## config.mk

```make
export PLATFORM = sky130hd
export DESIGN_NAME = inst_pair_queue_flat
export DESIGN_NICKNAME = d
export VERILOG_FILES = /design/src/rtl/inst_pair_queue_if.sv /design/src/rtl/inst_pair_queue.sv /design/src/flat_wrapper.sv
export SDC_FILE = /design/constraint.sdc
export NUM_CORES = 1
export LEC_CHECK = 0
export CAP_MARGIN = 15
export CORE_MARGIN = 3
export CORE_UTILIZATION = 43
export CTS_CLUSTER_DIAMETER = 150
export CTS_CLUSTER_SIZE = 25
export DETAILED_ROUTE_END_ITERATION = 16
export PLACE_DENSITY = 0.68
export SKIP_CTS_REPAIR_TIMING = 1
export SLEW_MARGIN = 15
export SYNTH_ARGS = -nofsm -noshare
export SYNTH_HDL_FRONTEND = slang
export SYNTH_SLANG_ARGS = --single-unit
```

## constraint.sdc

```tcl
create_clock -name clk -period 10.3 [get_ports clk]
set_input_delay 2.06 -clock clk [delete_from_list [all_inputs] [get_ports clk]]
set_output_delay 2.06 -clock clk [all_outputs]
set_load 0.005 [all_outputs]
```

## src/rtl/inst_pair_queue_if.sv

```systemverilog
// Fetch-to-decode instruction pair interface: pair in, two-slot head view out.
// The queue takes the slave modport; the fetch/decode side drives the master modport.
interface inst_pair_queue_if #(
   parameter int DEPTH = 8
);
   logic                         flush;
   logic                         in_valid;
   logic [31:0]                  in_pc;
   logic [31:0]                  in_inst_a;
   logic [31:0]                  in_inst_b;
   logic                         stall;
   logic [1:0]                   deq_count;
   logic                         out_valid_a;
   logic [31:0]                  out_pc_a;
   logic [31:0]                  out_inst_a;
   logic                         out_valid_b;
   logic [31:0]                  out_pc_b;
   logic [31:0]                  out_inst_b;
   logic [$clog2(DEPTH+1)-1:0]   count;

   modport master (
      output flush, in_valid, in_pc, in_inst_a, in_inst_b, deq_count,
      input  stall, out_valid_a, out_pc_a, out_inst_a,
             out_valid_b, out_pc_b, out_inst_b, count
   );

   modport slave (
      input  flush, in_valid, in_pc, in_inst_a, in_inst_b, deq_count,
      output stall, out_valid_a, out_pc_a, out_inst_a,
             out_valid_b, out_pc_b, out_inst_b, count
   );
endinterface

```

## src/rtl/inst_pair_queue.sv

```systemverilog
// Instruction queue between dual-issue fetch and decode: pair in per cycle, FWFT two-slot head out.
// Enqueued pair visible the cycle after; stall to fetch is conservative (count > DEPTH-2).
module inst_pair_queue #(
   parameter int          DEPTH = 8,
   parameter logic [31:0] NOP   = 32'h00000013
) (
   input  logic            clk,
   input  logic            reset,
   inst_pair_queue_if.slave q
);
   localparam int PW = $clog2(DEPTH);
   localparam int CW = $clog2(DEPTH+1);

   logic [31:0]   pc_mem   [DEPTH];
   logic [31:0]   inst_mem [DEPTH];
   logic [PW-1:0] head;
   logic [PW-1:0] tail;
   logic [PW-1:0] head_p1;
   logic [PW-1:0] tail_p1;
   logic [CW-1:0] cnt;
   logic [CW-1:0] cnt_next;
   logic [CW-1:0] eff;
   logic [1:0]    req;
   logic          enq;

   assign head_p1 = head + PW'(1);
   assign tail_p1 = tail + PW'(1);

   assign q.stall = (cnt > CW'(DEPTH-2));
   assign enq     = q.in_valid && !q.stall && !q.flush;

   // Decode may over-ask; clamp to what is actually held so head never passes tail.
   always_comb begin
      req      = (q.deq_count == 2'd3) ? 2'd2 : q.deq_count;
      eff      = (CW'(req) > cnt) ? cnt : CW'(req);
      cnt_next = cnt + (enq ? CW'(2) : CW'(0)) - eff;
   end

   always_ff @(posedge clk) begin
      if (enq) begin
         pc_mem[tail]      <= q.in_pc;
         inst_mem[tail]    <= q.in_inst_a;
         pc_mem[tail_p1]   <= q.in_pc + 32'd4;
         inst_mem[tail_p1] <= q.in_inst_b;
      end
   end

   always_ff @(posedge clk or posedge reset) begin
      if (reset) begin
         head <= '0;
         tail <= '0;
         cnt  <= '0;
      end else if (q.flush) begin
         head <= '0;
         tail <= '0;
         cnt  <= '0;
      end else begin
         head <= head + PW'(eff);
         if (enq)
            tail <= tail + PW'(2);
         cnt  <= cnt_next;
      end
   end

   always_comb begin
      q.count       = cnt;
      q.out_valid_a = (cnt >= CW'(1));
      q.out_valid_b = (cnt >= CW'(2));
      q.out_pc_a    = q.out_valid_a ? pc_mem[head]      : 32'd0;
      q.out_inst_a  = q.out_valid_a ? inst_mem[head]    : NOP;
      q.out_pc_b    = q.out_valid_b ? pc_mem[head_p1]   : 32'd0;
      q.out_inst_b  = q.out_valid_b ? inst_mem[head_p1] : NOP;
   end
endmodule

```

## src/flat_wrapper.sv

```systemverilog
// flat-port wrapper written by rule: the top's interface ports become plain ports
module inst_pair_queue_flat 
#(
   parameter int          DEPTH = 8,
   parameter logic [31:0] NOP   = 32'h00000013
)
  (clk, reset, q_flush, q_in_valid, q_in_pc, q_in_inst_a, q_in_inst_b, q_deq_count, q_stall, q_out_valid_a, q_out_pc_a, q_out_inst_a, q_out_valid_b, q_out_pc_b, q_out_inst_b, q_count);
  inst_pair_queue_if #(.DEPTH(DEPTH)) q_i ();
  input  logic clk;
  input  logic reset;
  input wire logic [$bits(q_i.flush)-1:0] q_flush;
  input wire logic [$bits(q_i.in_valid)-1:0] q_in_valid;
  input wire logic [$bits(q_i.in_pc)-1:0] q_in_pc;
  input wire logic [$bits(q_i.in_inst_a)-1:0] q_in_inst_a;
  input wire logic [$bits(q_i.in_inst_b)-1:0] q_in_inst_b;
  input wire logic [$bits(q_i.deq_count)-1:0] q_deq_count;
  output wire logic [$bits(q_i.stall)-1:0] q_stall;
  output wire logic [$bits(q_i.out_valid_a)-1:0] q_out_valid_a;
  output wire logic [$bits(q_i.out_pc_a)-1:0] q_out_pc_a;
  output wire logic [$bits(q_i.out_inst_a)-1:0] q_out_inst_a;
  output wire logic [$bits(q_i.out_valid_b)-1:0] q_out_valid_b;
  output wire logic [$bits(q_i.out_pc_b)-1:0] q_out_pc_b;
  output wire logic [$bits(q_i.out_inst_b)-1:0] q_out_inst_b;
  output wire logic [$bits(q_i.count)-1:0] q_count;
  assign q_i.flush = q_flush;
  assign q_i.in_valid = q_in_valid;
  assign q_i.in_pc = q_in_pc;
  assign q_i.in_inst_a = q_in_inst_a;
  assign q_i.in_inst_b = q_in_inst_b;
  assign q_i.deq_count = q_deq_count;
  assign q_stall = q_i.stall;
  assign q_out_valid_a = q_i.out_valid_a;
  assign q_out_pc_a = q_i.out_pc_a;
  assign q_out_inst_a = q_i.out_inst_a;
  assign q_out_valid_b = q_i.out_valid_b;
  assign q_out_pc_b = q_i.out_pc_b;
  assign q_out_inst_b = q_i.out_inst_b;
  assign q_count = q_i.count;
  inst_pair_queue #(.DEPTH(DEPTH), .NOP(NOP)) u_core (.clk(clk), .reset(reset), .q(q_i));
endmodule
```

==> impl_metrics.py, run 1 <==
metrics = {
    "final_layout": {
        "syn2layout_area_growth_pct": 12.1,
        "design_area_um2": 31600,
        "final_net_count": 2279,
        "drive_gt1_share_pct": 16.2,
    },
    "grt": {
        "first_global_vias": 18700,
        "antenna_found_initial": 10,
        "overflow": 0,
        "grt_pass1_wl_um": 117000,
        "grt_max_degree": 138,
        "grt_util_all_layers_pct": 22.8,
    },
    "synth": {
        "synthesis.area_um2": 28200,
        "netlist.area_leader.share_pct": 54.6,
        "synthCells": 2096,
        "synth.distinct_cells": 38,
        "synth_edf_count": 512,
        "yosys-top-cells-count": "nand2_1 (599), edfxtp_1 (512), mux4_2 (256), clkbuf_1 (114), nor2_1 (104)",
        "yosys_warnings": 0,
        "yosysMostFrequentCell": "nand2_1",
        "synth_top_area_cell": "edfxtp_1",
        "syn-mean-instance-area_um2": 13.4,
        "seq_area_frac_synth_pct": 55.4,
        "synthTopCellsByArea": "edfxtp_1 (55%), mux4_2 (20%), nand2_1 (8.0%)",
        "synth-main-ff-cell": "edfxtp_1",
        "ys_ff_latch": 521,
        "synth_nets": 2216,
        "synthArstFlopShare_pct": 1.73,
    },
    "worst_setup_path": {
        "end_kind": "primary output",
        "worstPathMaxFanout": 59,
        "critPathKind": "reg2out",
        "crit_chain": "ha_4 -> buf_4 -> mux4_2 -> nand2_1 -> a21oi_1 -> clkdlybuf4s50_1",
        "worst-path-buf-inv": 2,
        "critPathLaunchType": "register",
        "arrival_ns": 4.78,
        "crit_family": "buffers and inverters",
        "crit_slowest_cell": "dfrtp_4",
        "critPathRequiredTime_ns": 8.24,
        "cpPeakStageDelay_ns": 1.09,
    },
    "power_and_ir_drop": {
        "ir_drop_mv": 0.197,
        "leakage_nw": 10.3,
        "power.density_nw_per_um2": 246,
    },
    "die": {
        "die_h_um": 262,
        "io_pins": 237,
        "rows": 93,
        "die_area_um2": 68600,
        "coreArea_um2": 64600,
        "start_util_pct": 43.6,
        "die_w_um": 262,
    },
    "place": {
        "post_dp_cell_area_um2": 30900,
        "hpwl_um": 45600,
        "gp_congestion": 0.764,
        "portBuffers": 236,
    },
    "detailed_routing": {
        "via_count": 17900,
        "drt_wl_total_um": 78600,
        "vias_per_cell": 5.91,
        "drtAntennaViolNets": 0,
        "wire_per_inst_um": 25.9,
        "drtIter0Drc": 1775,
        "first_pass_iters": 5,
        "drc": 0,
    },
    "run": {
        "max_cap_violations": 0,
    },
    "timing": {
        "final_max_slew_viol_count": 0,
        "slew_headroom_pct": 24.6,
        "tightestPinTransition_ns": 1.13,
        "clock_skew_ns": 0.0146,
        "setup_viol_count_final": 0,
        "tns_ns": 0,
        "post-route-period-util_pct": 66.4,
        "period_minus_slack_ns": 6.84,
        "hold_viol_final": 0,
        "clock.fmax_mhz": 146,
        "whs_ns": 0.635,
        "rsz0062_at_grt": "no",
    },
    "clock_tree": {
        "cts_root_buf": "clkbuf_16",
        "clkSinkCount": 521,
        "worstSkewPairLatency_ns": 0.58,
        "htreeDepth": 1,
        "tritoncts": "yes",
        "clk_pin_slew_ns": 0.10,
        "cts_buffers": 24,
        "clockBufferDepth": 3,
    },
    "hold_path": {
        "hold_path.class": "reg2reg",
    },
    "outcome": {
        "status": "finished clean",
    },
}
[registers in the layout, indices dropped and copies added, names as in the netlist]
name and count:
u_core.pc_mem 256, u_core.inst_mem 256, u_core.tail 2, u_core.q.count 4, u_core.head 3
[metrics by stage]
stage	cells	setup slack [ns]	util, %	total power [mW]
floorplan	2096	4.52	-	4.99
global placement	2988	4.04	47.8	6.68
detailed placement	2988	4.01	47.8	6.73
CTS	3023	3.37	48.9	7.85
global route	3023	3.13	48.9	8.20
finish	3030	3.46	48.9	7.77
[layer usage]
layer	GRT usage, %	up-vias	share of wire [%]
met1	30.5	9296	39
met4	4.78	10	2.0
met5	0	-	0.088
met2	39.6	743	51
li1	-	7746	-
met3	3.73	118	7.7
[tightest hold or removal path, stage by stage, from the launching register on]
cell     delay (ns)
dfrtp_1        0.45
nand2_1        0.08
a21oi_1        0.06
[cell families (layout without fill, tap and decap cells)]
kind of cell    count (synthesis)  after routing  share of synthesized area, %
compound gates                 68             68                          1.22
fa+ha+maj                      18             18                         0.880
simple gates                  802            802                          12.0
buf+inv                       243            315                          3.85
other cells                     0              7                             0
xor+xnor                      121            121                          3.76
mux                           323            323                          22.9
flops                         521            521                          55.4
[worst paths after layout]
check,from,endpoint,slack [ns],depth (start not counted)
setup reg to reg,u_core.q.count[3],u_core.pc_mem[5][9],6.16,9
setup / recovery,u_core.head[0],q_out_inst_b[2],3.46,6
min in group asynchronous,reset,u_core.q.count[3],1.76,2
max in group asynchronous,reset,u_core.head[0],8.22,2
hold reg to reg,u_core.tail[1],u_core.tail[1],0.63,2
hold / removal,u_core.tail[1],u_core.tail[1],0.63,2
[layout by cell type, fill, tap and decap left out, types with 4 or more instances in the layout]
cell and n:
xnor2_1 65, clkdlybuf4s50_1 236, edfxtp_1 512, nand2b_1 6, a21oi_1 63, dfrtp_1 6, nor3_1 9, and3_1 10
buf_4 21, nor4_2 4, inv_4 7, ha_1 14, nor3_2 14, nand4_1 8, nor2b_1 10, o21ai_0 4
clkbuf_1 9, nor2_1 103, nand3_1 17, and4_1 5, clkbuf_16 25, nand2_1 599, mux4_2 256, inv_1 14
diode_2 7, xor2_1 54, mux2i_1 66
[power by group]
part           switching (mW)  total (mW)  internal, mW  leakage, nW
clock                   0.652        1.13         0.474        0.333
sequential              0.153        2.64          2.49         4.75
combinational            1.97        4.00          2.03         5.22
[layout make-up]
class,instances,area (um^2)
fillers,5460,33000
flip-flops and latches,521,15600
multi-input cells,1332,11500
repair buffers,259,2560
well taps,855,1070
clock buffers,34,659
inverters,21,96.3
clock inverters,1,30.0
diodes,7,17.5
Note: power is estimated with default switching activity, not from simulation.
==> inputs of run 2 (changes only) <==
--- a/config.mk
+++ b/config.mk
@@ -11,7 +11,7 @@
 export CTS_CLUSTER_DIAMETER = 150
 export CTS_CLUSTER_SIZE = 25
 export DETAILED_ROUTE_END_ITERATION = 16
-export PLACE_DENSITY = 0.68
+export PLACE_DENSITY = 0.71
 export SKIP_CTS_REPAIR_TIMING = 1
 export SLEW_MARGIN = 15
 export SYNTH_ARGS = -nofsm -noshare
==> constraint.sdc (replaced) <==
create_clock -name clk -period 6 [get_ports clk]
set_input_delay 1.2 -clock clk [delete_from_list [all_inputs] [get_ports clk]]
set_output_delay 1.2 -clock clk [all_outputs]
set_load 0.005 [all_outputs]
==> run 2 against run 1 <==
Compared with the run above: register-to-register slack worse by 3.9 ns; combinational power up 75%; sequential share of layout area down 0.23 points; sequential cell count unchanged; via count up 0.26%; first-iteration DRC count up 5.2%; clock power up 70%; critical path depth unchanged.
==> impl_metrics.py, run 2 (synthesis results as in run 1) <==
metrics = {
    "timing": {
        "tns_ns": 0,
        "post-route-period-util_pct": 87.8,
        "rsz0062_at_grt": "no",
        "slew_headroom_pct": 25.6,
        "setup_viol_count_final": 0,
        "clock.fmax_mhz": 190,
        "clock_skew_ns": 0.0254,
        "period_minus_slack_ns": 5.27,
        "tightestPinTransition_ns": 1.12,
        "final_max_slew_viol_count": 0,
        "hold_viol_final": 0,
    },
    "place": {
        "gp_congestion": 0.856,
        "portBuffers": 236,
        "post_dp_cell_area_um2": 31000,
        "hpwl_um": 47200,
    },
    "detailed_routing": {
        "drtAntennaViolNets": 0,
        "vias_per_cell": 5.91,
        "first_pass_iters": 6,
        "drt_wl_total_um": 77500,
        "drtIter0Drc": 1867,
        "via_count": 18000,
        "drc": 0,
        "wire_per_inst_um": 25.5,
    },
    "final_layout": {
        "final_cell_mix": "nand2_1 (599), edfxtp_1 (512), mux4_2 (256), clkdlybuf4s50_1 (236), nor2_1 (103)",
        "layout_commonest_cell": "nand2_1",
        "final_core_util_pct": 49.1,
        "final_net_count": 2288,
        "design_area_um2": 31700,
        "syn2layout_area_growth_pct": 12.6,
        "drive_gt1_share_pct": 16.5,
    },
    "clock_tree": {
        "htreeDepth": 1,
        "clk_pin_slew_ns": 0.10,
        "tritoncts": "yes",
        "clockBufferDepth": 3,
        "cts_buffers": 24,
        "cts_root_buf": "clkbuf_16",
        "clkSinkCount": 521,
        "worstSkewPairLatency_ns": 0.59,
    },
    "power_and_ir_drop": {
        "finalPower_mw": 13.4,
        "leakage_nw": 10.4,
        "power.density_nw_per_um2": 422,
        "ir_drop_mv": 0.543,
    },
    "worst_setup_path": {
        "critPathKind": "reg2out",
        "critPathLaunchType": "register",
        "worstPathMaxFanout": 118,
        "end_kind": "primary output",
        "critPathRequiredTime_ns": 4.80,
        "arrival_ns": 4.07,
    },
    "outcome": {
        "status": "finished clean",
    },
    "grt": {
        "antenna_found_initial": 11,
        "grt_pass1_wl_um": 116000,
        "grt_util_all_layers_pct": 22.4,
        "grt_max_degree": 162,
        "overflow": 0,
        "first_global_vias": 18300,
    },
    "die": {
        "rows": 93,
        "die_area_um2": 68600,
        "start_util_pct": 43.6,
        "coreArea_um2": 64600,
        "die_h_um": 262,
        "die_w_um": 262,
        "io_pins": 237,
    },
    "run": {
        "max_cap_violations": 0,
    },
    "hold_path": {
        "hold_path.class": "reg2reg",
    },
}
## run 2: cell types whose count changed in the layout (fill, tap and decap cells not counted), sizes merged
cell and change:
clkbuf +1, buf +9, inv -3, bufinv -1, clkinv +3, diode -2
## run 2: metal layers
| layer | GRT usage (%) | wire [um] | vias up |
|---|---|---|---|
| li1 | - | - | 7765 |
| met1 | 29.5 | 29900 | 9250 |
| met2 | 38.5 | 39300 | 827 |
| met3 | 4.59 | 6680 | 106 |
| met4 | 5.07 | 1540 | 12 |
| met5 | 0 | 69 | - |
## run 2: per-stage QoR
step	cells	hold slack (ns)	setup WS (ns)
2_1_floorplan	2096	0.557	1.08
6_report	3037	0.635	0.732
3_5_place_dp	2996	0.616	1.41
3_3_place_gp	2996	0.583	1.43
5_1_grt	3034	0.656	0.576
4_1_cts	3031	0.633	0.774
## run 2: final timing paths
kind | from | to | slack [ns] | depth (start not counted)
worst max register to register | u_core.q.count[3] | u_core.pc_mem[4][10] | 2.25 | 7
worst max-delay path | u_core.head[0] | q_out_pc_a[19] | 0.73 | 6
min in group asynchronous | reset | u_core.q.count[1] | 0.91 | 2
worst min register to register | u_core.tail[1] | u_core.tail[1] | 0.64 | 2
worst min-delay path | u_core.tail[1] | u_core.tail[1] | 0.64 | 2
max in group asynchronous | reset | u_core.head[1] | 4.73 | 2
## run 2: layout make-up
type / count / area (um^2)
well taps: 855 / 1070
fillers: 5457 / 32900
flip-flops and latches: 521 / 15600
repair buffers: 268 / 2720
inverters: 21 / 92.6
clock buffers: 35 / 684
diodes: 5 / 12.5
multi-input cells: 1332 / 11500
## run 2: worst max-delay path: stages, from the launching register on
cell and delay, ns:
dfrtp_4 0.81, buf_12 0.36, buf_16 0.50, mux4_2 0.59
mux2i_1 0.37, nor2_1 0.08, clkdlybuf4s50_1 0.48
## run 2: report_power, final
| group | switching (mW) | leakage (nW) | internal (mW) | total, mW |
|---|---|---|---|---|
| Sequential | 0.215 | 4.75 | 4.27 | 4.49 |
| Clock | 1.13 | 0.331 | 0.796 | 1.92 |
| Combinational | 3.44 | 5.30 | 3.55 | 6.99 |
| Total | 4.78 | 10.4 | 8.62 | 13.4 |
